--- src/rtl/series_adder_data_streamer.sv ---
// series_adder_data_streamer: latches a burst of M words, then sums them one per clock into a registered result.
// Ports:
//   clk        system clock, rising edge
//   rst_p      synchronous active-high reset
//   data_vld   burst valid from the source
//   data_i     M packed DATA_W-bit words, word k at [DATA_W*k +: DATA_W]
//   data_rdy   high while a new burst can be accepted
//   result_o   registered sum of the last completed burst
//   result_vld one-cycle strobe marking a new result_o
module series_adder_data_streamer #(
    parameter int M      = 8,
    parameter int DATA_W = 32,
    parameter int RES_W  = 40
) (
    input  logic                  clk,
    input  logic                  rst_p,
    input  logic                  data_vld,
    input  logic [M*DATA_W-1:0]   data_i,
    output logic                  data_rdy,
    output logic [RES_W-1:0]      result_o,
    output logic                  result_vld
);
    localparam int IDX_W = M > 1 ? $clog2(M) : 1;
    typedef enum logic {IDLE, RUN} state_t;
    state_t            state, state_n;
    logic [DATA_W-1:0] word_buf [M];
    logic [RES_W-1:0]  acc, sum;
    logic [IDX_W-1:0]  idx;
    logic              accept, last;
    always_comb begin
        accept  = state == IDLE && data_vld;
        last    = state == RUN && idx == IDX_W'(M - 1);
        sum     = acc + RES_W'(word_buf[idx]);
        state_n = accept ? RUN : last ? IDLE : state;
    end
    always_ff @(posedge clk) state <= rst_p ? IDLE : state_n;
    always_ff @(posedge clk) begin
        if (rst_p) begin
            acc        <= '0;
            idx        <= '0;
            data_rdy   <= 1'b1;
            result_o   <= '0;
            result_vld <= 1'b0;
            for (int k = 0; k < M; k++) word_buf[k] <= '0;
        end else begin
            result_vld <= last;
            if (accept) begin
                for (int k = 0; k < M; k++) word_buf[k] <= data_i[DATA_W*k +: DATA_W];
                acc      <= '0;
                idx      <= '0;
                data_rdy <= 1'b0;
            end else if (state == RUN) begin
                acc <= sum;
                idx <= idx + 1'b1;
                if (last) begin
                    result_o <= sum;
                    data_rdy <= 1'b1;
                end
            end
        end
    end
endmodule

--- config.mk ---
export PLATFORM = sky130hd
export DESIGN_NAME = series_adder_data_streamer
export DESIGN_NICKNAME = d
export VERILOG_FILES = /design/src/rtl/series_adder_data_streamer.sv
export SDC_FILE = /design/constraint.sdc
export NUM_CORES = 1
export LEC_CHECK = 0
export CAP_MARGIN = 20
export CORE_ASPECT_RATIO = 0.8
export CORE_MARGIN = 2
export CORE_UTILIZATION = 38
export CTS_CLUSTER_DIAMETER = 30
export DETAILED_ROUTE_END_ITERATION = 8
export PLACE_DENSITY_LB_ADDON = 0.3
export SETUP_SLACK_MARGIN = 0.02
export SYNTH_ARGS = -nofsm -noshare
export SYNTH_HDL_FRONTEND = slang
export SYNTH_SLANG_ARGS = --single-unit
--- constraint.sdc ---
create_clock -name clk -period 16.1 [get_ports clk]
set_input_delay 4.83 -clock clk [delete_from_list [all_inputs] [get_ports clk]]
set_output_delay 4.83 -clock clk [all_outputs]
set_load 0.1 [all_outputs]
### Word-level counts from Yosys, hierarchy flattened

Memories as Yosys holds them, arrays and structs flattened. A register that Yosys moved wholly into a read port is not among the register bits.
Cells that the tools add are included.

| operators by class | value |
|---|---|
| add/sub/neg operators | 2 |
| eq/ne operators | 1 |
| mux-type cells | 20 |
| bitwise operators | 10 |
| reductions and logical operators | 7 |

Operator list:

| cell | count |
|---|---|
| 2-to-1 mux 32 bit | 8 |
| adder 40 x 32 -> 40 bit | 1 |
| 2-to-1 mux 1 bit | 10 |
| bitwise OR 1 bit | 8 |
| 2-to-1 mux 3 bit | 2 |
| nonzero test 2 bit | 2 |
| adder 3 x 1 -> 3 bit, second input constant | 1 |
| == test 3 bit, second input constant | 1 |
| AND reduction 3 bit | 1 |
| logical AND 1 bit | 2 |
| inverter 1 bit | 2 |
| AND reduction 2 bit | 1 |
| OR reduction 2 bit | 1 |

| word-level totals | value |
|---|---|
| flip-flop bits (word level) | 86 |
| RAM bits | 256 |
| input port bits | 259 |
| output and inout bits | 42 |
| memories | 1 |

Memory list:

| memory | words | bits a word | read ports | clocked after Yosys merged registers in | write ports | line | source |
|---|---|---|---|---|---|---|---|
| word_buf | 8 | 32 | 1 | 1 | 8 | 26 | `logic [DATA_W-1:0] word_buf [M];` |

### Depth between registers and ports, before layout

Gate-level depths: netlist (run 1).

| logic depth | value |
|---|---|
| depth in word-level cells | 6 |
| depth in mapped cells | 15 |
| gate-level depth less buffers | 13 |

### Least setup slack after synthesis (run 1)

No wires, ideal clock.

| path | value |
|---|---|
| path type | input-to-reg |
| start | in rst_p |
| end | mem word_buf[0][0] (enable) |
| setup time | 721 ps |
| arrival time | 12618 ps |
| required time | 15379 ps |
| path slack | 2761 ps |
| cell stages on the path | 4 |
| buffers on the path | 3 |
| cells stage by stage | clkbuf_1 -> nand2b_1 -> clkbuf_1 -> clkbuf_1 |

RTL lines:

| item | line | source |
|---|---|---|
| start, declared | 16 | `input logic rst_p,` |
| end, declared | 26 |  |

==> results of run 1 <==
-- logic make-up (layout without fill, tap and decap cells) --
| logic type | Yosys count | count (layout) | synth area share [%] |
|---|---|---|---|
| XOR/XNOR | 36 | 36 | 1.941 |
| AO/OA/AOI/OAI | 163 | 163 | 6.809 |
| other | 0 | 1 | 0 |
| adder cells (fa/ha/maj) | 35 | 35 | 2.742 |
| flip-flops | 345 | 345 | 58.29 |
| buffers and inverters | 86 | 464 | 2.511 |
| AND/OR/NAND/NOR | 453 | 453 | 15.37 |
| multiplexers | 116 | 116 | 12.33 |
-- state kept, by name, indices dropped and copies added, names as in the netlist, named ones only --
register	count
idx	3
result_o	40
state	1
data_rdy	1
acc	40
word_buf	256
result_vld	1
-- Yosys cell counts (all sizes together) (12+ instances only) --
cell type  instances  area [sq um]
buf               20         102.6
edfxtp           256          7687
nor2b             64         400.4
a21o              15         115.1
mux2i             19         190.2
xor2              22         192.7
mux2              33         371.6
nand2             69         259.0
xnor2             14         122.6
dfxtp             89          1782
ha                34         425.4
mux4              64          1441
clkbuf            57         264.0
a21oi             45         225.2
o21ai             27         153.9
and2             194          1215
nor2              70         262.8
a211oi            18         147.6
nand3             12         60.06
-- stage by stage --
| step | std cells | power [W] | setup slack [ns] | util, % |
|---|---|---|---|---|
| after detailed placement | 2021 | 0.001313 | 7.629 | 46.86 |
| after floorplan | 1234 | 0.001206 | 2.761 | - |
| final | 2165 | 0.002932 | 8.514 | 53.53 |
| after CTS | 2162 | 0.002960 | 8.261 | 53.39 |
| after global placement | 2021 | 0.001308 | 7.704 | 46.86 |
| after global routing | 2164 | 0.003033 | 8.345 | 53.53 |
-- worst reg2reg max path, stage by stage, from the launching register on --
cell and delay, ns:
dfxtp_4 0.66, buf_4 0.78, mux4_2 0.69, mux2_2 0.35, ha_1 0.29, a21o_1 0.18, and4_1 0.23, o21ai_0 0.38
o21ai_2 0.16, a41oi_1 0.49, nand2_1 0.19, a211oi_1 0.52, or3_1 0.20, a21oi_1 0.06
-- worst paths after layout --
| check | to | slack, ns | cells past startpoint |
|---|---|---|---|
| setup / recovery | word_buf[0][18]$_SDFFCE_PN0P_ | 8.51 | 6 |
| hold / removal | result_o[10]$_SDFFE_PP0P_ | 0.45 | 2 |
| setup reg to reg | result_o[31]$_SDFFE_PP0P_ | 10.80 | 13 |
| hold reg to reg | result_o[10]$_SDFFE_PP0P_ | 0.45 | 2 |
-- layer usage --
metal / vias to the layer above / GRT usage [%] / share of wire, %
met3: 59 / 5.059 / 5.9
met2: 354 / 27.35 / 45
met5: - / 0 / 0.031
li1: 5194 / - / -
met1: 5265 / 26.47 / 47
met4: 2 / 5.696 / 1.8
-- final cells by class --
class / count / area, sq um / share of cell area [%]
repair buffers: 315 / 3153 / 14.02
clock buffers: 86 / 2043 / 9.088
well taps: 552 / 690.7 / 3.072
clock inverters: 55 / 701.9 / 3.122
inverters: 8 / 30.03 / 0.1336
multi-input cells: 803 / 6382 / 28.39
diodes: 1 / 2.502 / 0.01113
flip-flops and latches: 345 / 9479 / 42.16
-- report_power, final --
group / total (W) / internal [W] / switching, W
clock: 0.00163 / 0.00109 / 0.000541
sequential: 0.00104 / 0.00102 / 0.0000181
combinational: 0.000261 / 0.000135 / 0.000126
==> out/qor.txt, run 1 <==
Outcome -> finished, final reports clean
TritonRoute pass-1 iters -> 6
Post-route setup TNS -> 0 ns
Die ar. -> 44430 sq um
Yosys cell types -> 66
Final Skew -> 0.02989 ns
Bufs on Longest Clock Path -> 3
Number of synthesized flops with an enable pin -> 256
Global-route wire length before repair -> 62.87 mm
Wirelength per Cell -> 19.18 microns
Setup CP Type -> input pin to flip-flop
Seq/Total Area, Yosys -> 58.29%
Worst EP arrival -> 7.80 ns
Cell Pwr Density -> 130.4 nW/um^2
FF+latch count, synth -> 345
DRT antenna net count -> 0
Max stage delay on crit path -> 0.65 ns
Tcrit/Tclk final -> 47.12%
Critical path, cell by cell -> clkdlybuf4s50_1 -> nand2_1 -> nand2b_4 -> buf_4 -> buf_16 -> buf_4
Pin count of the biggest net entering global routing -> 112
Maximum capacitance violations -> 0
Crit path max-delay family -> buffers and inverters
Hold path start -> result_o[10]$_SDFFE_PP0P_
Hold Crit Class -> flip-flop to flip-flop
Drt via density -> 5.023
Die H -> 188.9 microns
Worst skew pair latency -> 0.61 ns
Worst path bufs/invs -> 4
Overflow after GRT -> 0
Routed vias -> 10870
Final setup viols -> 0
Final hold slack -> 0.4515 ns
Prevailing post-synth register cell -> edfxtp_1
DR iter-0 viols -> 855
Fin nets -> 1844
Remaining DRCs -> 0
Crit-path slowest cell -> buf_4
Clock Tree Root -> clkbuf_16
Least-Margin Pin Slew -> 1.073 ns
PortBufs -> 300
Critical path's most frequent cell -> buf_4
Asr flop ratio synth -> 0%
All-Layer GR Usage -> 18.48%
Starting Density -> 38.68%
Initial antenna violation count -> 3
Post-CTS setup buffer count -> 0
Commonest non-fill, non-tap cell in the layout -> clkdlybuf4s50_1
Post-synthesis cell count -> 1234
H-Tree Depth -> 3
PostCTS Resize Cnt -> 0
Worst Setup Start Kind -> input pin
Final WL -> 41.52 mm
Core Box Area -> 42000 sq um
I/O pin cnt -> 301
Max transition margin -> 28.27%
Vias in the first global route -> 10970
Number of clock sinks -> 345
CTS Buf Count -> 77
P_leak -> 8.450 nW
Hold-fix buffers, CTS -> 0
CTS tree -> yes
Critical path origin -> data_vld
Die X -> 235.2 microns
Num rows -> 67
Clock transition at path regs -> 0.05 ns
Setup crit end kind -> flip-flop
Most frequent cells in the layout -> 299 x clkdlybuf4s50_1, 256 x edfxtp_1, 193 x and2_1
Fmax -> 0.1318 GHz
Half-perimeter wire length after placement -> 28.49 mm
Share of cells above drive strength 1 -> 16.63%
Layout area overhead -> 38.40%
Fillcell total -> 3490
VDD IR-drop max -> 0.08087 mV
Syn_nets -> 1528
RSZ-0062 raised after global routing -> false
Final Hold Fails -> 0
Required time worst endpoint -> 16.31 ns
Final Instance Area -> 22480 sq um
Placed Area -> 19680 sq um
Cell area after synthesis -> 16240 sq um
Synthesized area per cell -> 13.16 sq um
Minimum clock period -> 7.586 ns
Yosys Warn Count -> 0
Max-slew violation total from the final report -> 0
Crit path max fanout -> 64
GP Congestion -> 0.8320
Power figures use the tool's default switching activity.
==> run 2, diff against run 1 <==
==> constraint.sdc (replaced) <==
create_clock -name clk -period 7.5 [get_ports clk]
set_input_delay 2.25 -clock clk [delete_from_list [all_inputs] [get_ports clk]]
set_output_delay 2.25 -clock clk [all_outputs]
set_load 0.1 [all_outputs]
==> run 2 against run 1 <==
Compared with the run above:
- setup slack worse by 6.1 ns
- global-route usage increased by 0.64 points
- highest routed layer unchanged
- critical path depth increased by 6
- sequential power rose by 110%
- power rose by 100%
- worst hold slack improved by 0.0032 ns
==> out/qor.txt, run 2 (synthesis gave the netlist of run 1 again) <==
PortBufs -> 300
Num rows -> 67
Top Registers -> word_buf: 256 flops, acc: 40 flops, result_o: 40 flops
PostCTS Resize Cnt -> 0
Post-route setup TNS -> 0 ns
Routed vias -> 10850
Hold Crit Class -> flip-flop to flip-flop
Least-Margin Pin Slew -> 1.067 ns
DRT antenna net count -> 0
Clock Tree Root -> clkbuf_16
Fmax -> 0.1963 GHz
Cells after DPL -> 2019
Most frequent cells in the layout -> 299 x clkdlybuf4s50_1, 256 x edfxtp_1, 193 x and2_1
Non-filler cells, final -> 2153
Die X -> 235.2 microns
Starting Density -> 38.68%
Worst skew pair latency -> 0.60 ns
I/O pin cnt -> 301
Clock transition at path regs -> 0.05 ns
Number of flip-flops in the largest register -> 256
DR iter-0 viols -> 853
Reg2reg setup slack -> 2.41 ns
Worst EP arrival -> 5.58 ns
Crit-path slowest cell -> dfxtp_4
Share of cells above drive strength 1 -> 15.69%
Drt via density -> 5.041
Tcrit/Tclk final -> 67.91%
Maximum capacitance violations -> 0
Initial antenna violation count -> 1
Final Instance Area -> 22230 sq um
Minimum clock period -> 5.094 ns
CTS tree -> yes
Bufs on Longest Clock Path -> 3
Global-route wire length before repair -> 64.77 mm
TritonRoute pass-1 iters -> 5
Wirelength per Cell -> 19.65 microns
Die H -> 188.9 microns
Number of clock sinks -> 345
Core Box Area -> 42000 sq um
Cell Pwr Density -> 270.2 nW/um^2
Layout area overhead -> 36.82%
Max-slew violation total from the final report -> 0
Max transition margin -> 28.86%
P_leak -> 8.296 nW
Remaining DRCs -> 0
Half-perimeter wire length after placement -> 29.91 mm
Total Power -> 0.006004 W
Crit path max fanout -> 39
Die ar. -> 44430 sq um
All-Layer GR Usage -> 19.12%
Commonest non-fill, non-tap cell in the layout -> clkdlybuf4s50_1
Fin nets -> 1835
Critical path's most frequent cell -> o21ai_0
Final WL -> 42.32 mm
RSZ-0062 raised after global routing -> false
Overflow after GRT -> 0
Outcome -> finished, final reports clean
Critical path, cell by cell -> buf_4 -> mux4_2 -> mux2_2 -> ha_1 -> and4_1 -> o21ai_0 -> o211ai_1 -> a41oi_1 -> o21ai_0 -> xnor2_1 -> mux2i_1 -> nor2_1
Fillcell total -> 3527
Required time worst endpoint -> 7.99 ns
Hold-fix buffers, CTS -> 0
Post-CTS setup buffer count -> 0
GP Congestion -> 0.8675
CTS Buf Count -> 71
Setup crit end kind -> flip-flop
Placed Area -> 19690 sq um
Worst Setup Start Kind -> flip-flop
VDD IR-drop max -> 0.1357 mV
Biggest register -> word_buf
Vias in the first global route -> 11160
Final setup viols -> 0
H-Tree Depth -> 3
Final Skew -> 0.03345 ns
Pin count of the biggest net entering global routing -> 116
Max stage delay on crit path -> 0.93 ns
Setup CP Type -> flip-flop to flip-flop
Final Hold Fails -> 0
## run 2: cell count changes in the layout (fill, tap and decap cells not counted), moves of 3 or more
cell	delta
clkbuf_1	+7
buf_4	-4
clkinv_2	-4
clkinv_4	+4
inv_16	-4
inv_6	-4
buf_12	+3
clkbuf_16	-3
clkinvlp_4	+3
## run 2: layer usage
metal  GRT usage (%)  routed length (microns)
met1           27.87                    20120
met2           28.08                    18600
met3           5.132                     2861
met4           5.307                      712
met5               0                       13
## run 2: report_power, final
part | leakage, nW | switching, W | total, W | internal (W)
Sequential | 3.48 | 0.0000461 | 0.00223 | 0.00219
Combinational | 3.62 | 0.000269 | 0.000557 | 0.000288
Clock | 1.20 | 0.00105 | 0.00321 | 0.00217
## run 2: through the flow
step                worst slack, ns  hold WS [ns]  utilization, %
floorplan                    0.7190        0.4454               -
global placement              2.437        0.4460           46.88
detailed placement            2.371        0.4502           46.88
CTS                           2.347        0.4567           52.86
global route                  2.032        0.4754           52.91
finish                        2.406        0.4547           52.92
## run 2: area by class of cell
| cell class | count | area (sq um) | area share (%) |
|---|---|---|---|
| diodes | 1 | 2.502 | 0.01126 |
| clock buffers | 89 | 1981 | 8.912 |
| multi-input cells | 803 | 6382 | 28.72 |
| well taps | 552 | 690.7 | 3.108 |
| clock inverters | 43 | 531.8 | 2.393 |
| inverters | 8 | 30.03 | 0.1351 |
| flip-flops and latches | 345 | 9479 | 42.65 |
| repair buffers | 312 | 3128 | 14.07 |
## run 2: worst paths after layout
| check | start | end | cells after the start |
|---|---|---|---|
| setup / recovery | flip-flop | acc[21]$_SDFFE_PP0P_ | 12 |
| hold / removal | result_o[20]$_SDFFE_PP0P_ | result_o[20]$_SDFFE_PP0P_ | 2 |
| setup reg to reg | flip-flop | acc[21]$_SDFFE_PP0P_ | 12 |
| hold reg to reg | result_o[20]$_SDFFE_PP0P_ | result_o[20]$_SDFFE_PP0P_ | 2 |
## run 2: critical path, delay by kind of cell (launching register included)
family | cells | cell delay, ns
AOI/OAI and AO/OA | 4 | 1.19
xor gates and xnor gates | 1 | 0.50
adders and majority gates | 1 | 0.35
buffers and inverters | 1 | 0.59
DFF | 1 | 0.93
muxes | 3 | 1.06
and+or+nand+nor | 2 | 0.36
